File: config.mk
export PLATFORM = sky130hd
export DESIGN_NAME = vblank_write_buffer
export DESIGN_NICKNAME = d
export VERILOG_FILES = /design/src/rtl/ppu_pkg.sv /design/src/rtl/sync_fifo.sv /design/src/rtl/vblank_write_buffer.sv
export SDC_FILE = /design/constraint.sdc
export NUM_CORES = 2
export LEC_CHECK = 0
export BUFFER_PORTS_ARGS = -buffer_cell sky130_fd_sc_hd__buf_2
export CORE_MARGIN = 3
export CORE_UTILIZATION = 35
export DETAILED_ROUTE_END_ITERATION = 6
export PLACE_DENSITY = 0.55
export SLEW_MARGIN = 10
export SYNTH_ARGS = -nofsm -noshare
export SYNTH_HDL_FRONTEND = slang
export SYNTH_SLANG_ARGS = --single-unit
File: constraint.sdc
create_clock -name clk -period 8.6 [get_ports clk]
set_input_delay 1.29 -clock clk [delete_from_list [all_inputs] [get_ports clk]]
set_output_delay 1.29 -clock clk [all_outputs]
set_load 0.02 [all_outputs]
File: src/rtl/ppu_pkg.sv
// ppu_pkg: shared PPU table constants, host fence addresses and write-buffer types.
package ppu_pkg;
    localparam logic [3:0] TBL_ATTR    = 4'h0;
    localparam logic [3:0] TBL_COLOR   = 4'h1;
    localparam logic [3:0] TBL_PATTERN = 4'h2;
    localparam logic [3:0] TBL_SPRITE  = 4'h3;
    localparam logic [15:0] COMMIT_ADDR  = 16'hFFFF;
    localparam logic [15:0] IRQ_CLR_ADDR = 16'hFFFE;
    localparam int VACTIVE = 480;
    typedef struct packed {
        logic [15:0] addr;
        logic [31:0] data;
    } wbuf_entry_t;
    typedef enum logic [1:0] {IDLE, WAIT_VB, DRAIN} wbuf_state_t;
endpackage

File: src/rtl/sync_fifo.sv
// sync_fifo: single-clock FIFO with occupancy count; caller must not push when full or pop when empty.
module sync_fifo #(
    parameter int W     = 48,
    parameter int DEPTH = 64
) (
    input  logic                      clk,
    input  logic                      rst_n,
    input  logic                      push,
    input  logic                      pop,
    input  logic [W-1:0]              din,
    output logic [W-1:0]              dout,
    output logic                      full,
    output logic                      empty,
    output logic [$clog2(DEPTH):0]    count
);
    localparam int PW = $clog2(DEPTH);
    localparam logic [PW:0] FULL_CNT = DEPTH[PW:0];
    logic [W-1:0]  mem_q [DEPTH];
    logic [PW-1:0] wr_ptr_q, rd_ptr_q;
    logic [PW:0]   count_q;
    always_ff @(posedge clk or negedge rst_n) begin
        if (!rst_n) begin
            wr_ptr_q <= '0;
            rd_ptr_q <= '0;
            count_q  <= '0;
        end else begin
            if (push) wr_ptr_q <= wr_ptr_q + PW'(1);
            if (pop)  rd_ptr_q <= rd_ptr_q + PW'(1);
            count_q <= count_q + {{PW{1'b0}}, push} - {{PW{1'b0}}, pop};
        end
    end
    always_ff @(posedge clk) begin
        if (push) mem_q[wr_ptr_q] <= din;
    end
    assign dout  = mem_q[rd_ptr_q];
    assign full  = count_q == FULL_CNT;
    assign empty = count_q == '0;
    assign count = count_q;
endmodule

File: src/rtl/vblank_write_buffer.sv
// vblank_write_buffer: stages host table writes and releases committed batches to the PPU only in vblank.
// Optional irq output (set on frame_done, cleared by a host write to COMMIT_ADDR-1) under VBLANK_WBUF_IRQ_EN.
module vblank_write_buffer #(
    parameter int DEPTH = 64,
    parameter int AW    = 16,
    parameter int DW    = 32,
    parameter int VACTIVE = ppu_pkg::VACTIVE,
    parameter logic [AW-1:0] COMMIT_ADDR = AW'(ppu_pkg::COMMIT_ADDR)
) (
    input  logic                    clk,
    input  logic                    reset_n,
    input  logic                    chipselect,
    input  logic                    write,
    input  logic [AW-1:0]           address,
    input  logic [DW-1:0]           writedata,
    output logic                    waitrequest,
    input  logic [9:0]              vcount,
    output logic                    wr_en,
    output logic [AW-1:0]           wr_addr,
    output logic [DW-1:0]           wr_data,
    output logic [$clog2(DEPTH):0]  pending,
    output logic                    frame_done
`ifdef VBLANK_WBUF_IRQ_EN
    ,
    output logic                    irq
`endif
);
    import ppu_pkg::*;
    localparam int CW = $clog2(DEPTH) + 1;
    wbuf_state_t   state_q, state_d;
    logic [CW-1:0] pending_q, pending_d, count;
    logic [AW+DW-1:0] dout;
    logic full, empty, vblank, acc, commit, clr, push, pop;
    logic frame_done_q, frame_done_d, wr_en_q;
    logic [AW-1:0] wr_addr_q;
    logic [DW-1:0] wr_data_q;
    assign vblank      = vcount >= 10'(VACTIVE);
    assign waitrequest = chipselect & write & full & (address != COMMIT_ADDR);
    assign acc         = chipselect & write & ~waitrequest;
    assign commit      = acc & (address == COMMIT_ADDR);
`ifdef VBLANK_WBUF_IRQ_EN
    localparam logic [AW-1:0] CLR_ADDR = COMMIT_ADDR - AW'(1);
    logic irq_q;
    assign clr = acc & (address == CLR_ADDR);
    always_ff @(posedge clk or negedge reset_n) begin
        if (!reset_n) irq_q <= 1'b0;
        else if (frame_done_q) irq_q <= 1'b1;
        else if (clr) irq_q <= 1'b0;
    end
    assign irq = irq_q;
`else
    assign clr = 1'b0;
`endif
    assign push = acc & ~commit & ~clr;
    assign pop  = (state_q == DRAIN) & vblank & (pending_q != '0);
    sync_fifo #(.W(AW + DW), .DEPTH(DEPTH)) u_fifo (
        .clk(clk), .rst_n(reset_n), .push(push), .pop(pop), .din({address, writedata}),
        .dout(dout), .full(full), .empty(empty), .count(count)
    );
    // A commit snapshots everything queued so far, net of an entry leaving this cycle.
    always_comb begin
        pending_d    = commit ? count - CW'(pop) : pending_q - CW'(pop);
        state_d      = state_q;
        frame_done_d = 1'b0;
        case (state_q)
            IDLE:    if (pending_q != '0) state_d = WAIT_VB;
            WAIT_VB: if (vblank) state_d = DRAIN;
            default: begin
                if (pending_d == '0) begin
                    state_d      = IDLE;
                    frame_done_d = pop;
                end else if (!vblank) state_d = WAIT_VB;
            end
        endcase
    end
    always_ff @(posedge clk or negedge reset_n) begin
        if (!reset_n) begin
            state_q      <= IDLE;
            pending_q    <= '0;
            frame_done_q <= 1'b0;
            wr_en_q      <= 1'b0;
            wr_addr_q    <= '0;
            wr_data_q    <= '0;
        end else begin
            state_q      <= state_d;
            pending_q    <= pending_d;
            frame_done_q <= frame_done_d;
            wr_en_q      <= pop;
            if (pop) {wr_addr_q, wr_data_q} <= dout;
        end
    end
    assign wr_en      = wr_en_q;
    assign wr_addr    = wr_addr_q;
    assign wr_data    = wr_data_q;
    assign pending    = pending_q;
    assign frame_done = frame_done_q;
    assert property (@(posedge clk) disable iff (!reset_n) !(empty && pending_q != '0));
endmodule

==> results.ini <==
[status]
status=completed

[synth]
syn_nets=5528
syn_area_per_cell_um2=22.2
ys_top_cells_by_area=edfxtp_1 (76%), mux4_2 (12%), mux2i_1 (3.8%)
synth_seq_cells=3150
synth_cells=5452
synth_top_area_share_pct=76.3
yosysSeqAreaShare_pct=77.9
synth_ff_type=edfxtp_1
synth_cell_types=67
async_reset_ff_share_pct=2.48
netlist_top_cells_count=edfxtp_1 (3072), mux4_2 (651), mux2i_1 (458)
yosys.area.top_type=edfxtp_1
synth_edf_count=3072
syn_area_um2=121000
yosys_warnings=0
synth_most_common_cell=edfxtp_1

[timing]
drv_slew=0
fmaxAchievable_mhz=194
relSlewSlack_pct=15.3
setup_viol=0
worst_pin_slew_ns=1.27
fin_skew_ns=0.0455
fin_ws_ns=3.44
fin_crit_sh_pct=60.0
fin_tns_setup_ns=0
min_period_ns=5.16
rsz0062_at_grt=false
finalHoldViolCount=0

[clock_network]
cts_num_sinks=3150
cts_resized=0
cts_made_buffers=335
post-cts-setup-buffer-count=0
cts_tree=yes
h-tree-depth=5
root_buffer=clkbuf_16
cts_buffer_depth=4
clk_latency_ns=0.92
clk_pin_slew_ns=0.06
hold_buffers=0

[floorplan]
die_w_um=594
dieHeight_um=594
dieArea_um2=353000
start_util_pct=35.2
coreArea_um2=344000
rows=215
num_io_pins=120

[worst_setup_path]
path_buf_inv=4
cp_cell_sequence=buf_2 > buf_4 > nand4_1 > nor4_2 > buf_4 > nor4_1 > nand2_1 > nor2_4 > buf_4
r2r_start=u_fifo.rd_ptr_q[3]
cp_top_family=simple AND/OR/NAND/NOR gates
cp-end-kind=flip-flop
start_kind=input port
path_common_cell=buf_4
max_stage_delay_ns=1.15
r2r.worst_path.cells=7
crit_path_max_fanout=30
arrival_ns=5.68
reg2reg_setup_slack_ns=3.72
worstSetupPathType=input port to flip-flop
critPathSlowestCell=nor2_4
cp.required_ns=9.12
rr_endpoint=wr_data[4]

[drt]
drtPass1Iterations=6
postRouteWirelength_mm=353
drc_errors=0
first_iter_violations=7198
via_per_inst=5.61
wl_per_cell_um=33.2
vias=59663
ant_nets=0

[finish]
fin_nets=5869
area_growth_pct=14.6
final.fill_count=30007
final_layout_size_suffix_gt1_share_pct=25.7

[place]
io_buffers=114
dp.final_hpwl_mm=195
gp_congestion=0.788
dp_slack_ns=2.54

[global_routing]
grt_util_met1_pct=27.5
grt_max_degree=110
grt_pass1_vias=59690
gr-usage-all-layers_pct=19.6
overflow=0
use_met3_pct=2.80
antenna_found_initial=39
top_usage_layer=met2
grt_pass1_wl_mm=488
use_met2_pct=31.8

[power_and_ir_drop]
p_leak_uw=0.0431
p_per_area_nw_per_um2=290
peakVddDrop_mv=0.194

[worst_hold_path]
hp-class=input port to asynchronous set/reset pin

[job]
drv_cap=0

## layout by cell type (no fill, tap or decap), types with 15 or more instances in the layout
| cell | count |
|---|---|
| edfxtp_1 | 3072 |
| mux4_2 | 651 |
| mux2i_1 | 458 |
| clkbuf_16 | 338 |
| buf_4 | 172 |
| a22oi_1 | 115 |
| buf_2 | 112 |
| clkbuf_1 | 78 |
| nor2_1 | 75 |
| dfrtp_1 | 74 |
| nor2_4 | 69 |
| o22ai_1 | 69 |
| clkinv_2 | 65 |
| nand3_1 | 65 |
| clkinv_1 | 57 |
| nand2_1 | 54 |
| a21oi_1 | 54 |
| a211oi_1 | 38 |
| a22o_1 | 30 |
| a221o_1 | 28 |
| nor3_1 | 27 |
| nor2b_1 | 24 |
| a221oi_1 | 24 |
| bufinv_16 | 23 |
| buf_12 | 23 |
| clkbuf_8 | 21 |
| a2111oi_0 | 20 |
| xnor2_1 | 19 |
| inv_1 | 15 |
## state kept, by name, summed over array words and instances (netlist names)
register	cells
u_fifo.wr_ptr_q	6
u_fifo.mem_q	3072
u_fifo.count	7
pending	7
state_q	2
u_fifo.rd_ptr_q	6
wr_en	1
wr_addr	16
wr_data	32
frame_done	1
## cell families (layout without fill, tap and decap cells)
logic type | Yosys count | in the layout | synth area share (%)
simple gates | 390 | 390 | 1.58
mux | 1110 | 1110 | 15.9
xor+xnor | 25 | 25 | 0.181
buf+inv | 322 | 938 | 1.49
compound gates | 441 | 441 | 2.77
fa+ha+maj | 14 | 14 | 0.151
other cells | 0 | 7 | 0
flops | 3150 | 3150 | 77.9
## metrics by stage
| stage | cells | hold WS (ns) | utilization [%] | power [µW] | area [µm²] |
|---|---|---|---|---|---|
| after floorplan | 5452 | 0.479 | - | 23900 | 121000 |
| after global placement | 10010 | 0.500 | 37.2 | 26500 | 128000 |
| after detailed placement | 10011 | 0.496 | 37.2 | 26500 | 128000 |
| after CTS | 10623 | 0.294 | 40.3 | 40600 | 139000 |
| after global routing | 10628 | 0.311 | 40.3 | 41600 | 139000 |
| final | 10632 | 0.320 | 40.3 | 40200 | 139000 |
## power by group
group	total (µW)	leakage (µW)	switching, µW	internal, µW
sequential	17700	0.0285	434	17300
clock	14100	0.00527	6000	8150
combinational	8380	0.00933	4720	3660
total	40200	0.0431	11200	29100
## layout make-up
cell class,count,area [µm²],area share (%)
Sequential cell,3150,94200,68.0
Multi-Input combinational cell,1980,25500,18.4
Clock buffer,437,9040,6.52
Tap cell,4557,5700,4.11
Timing Repair Buffer,309,2350,1.70
Clock inverter,175,1700,1.23
Inverter,17,70.1,0.0506
Antenna cell,7,17.5,0.0126
## worst reg2reg max path: stages, from the launching register on
cell       delay, ns
dfrtp_4         0.74
buf_4           0.58
nor2b_4         1.07
buf_4           0.66
a2111oi_0       0.25
a31oi_1         0.62
o221ai_1        0.43
a221o_1         0.41
## routing by layer
metal  vias up  share of wire [%]
li1      23797                  -
met1     32806                 42
met2      2526                 48
met3       522                6.9
met4        12                2.9
met5         -              0.022
## how the worst max path moves through the flow
| stage | from | end | slack (ns) | depth (start not counted) |
|---|---|---|---|---|
| floorplan | address[1] | u_fifo.mem_q[60][0] | 3.77 | 6 |
| global placement | address[14] | u_fifo.mem_q[18][39] | 2.49 | 9 |
| detailed placement | address[14] | u_fifo.mem_q[17][26] | 2.54 | 9 |
| CTS | address[14] | u_fifo.mem_q[16][35] | 3.53 | 9 |
| global route | address[14] | u_fifo.mem_q[16][17] | 3.40 | 9 |
| finish | address[14] | u_fifo.mem_q[17][23] | 3.44 | 9 |
(Power assumes the default switching activity.)
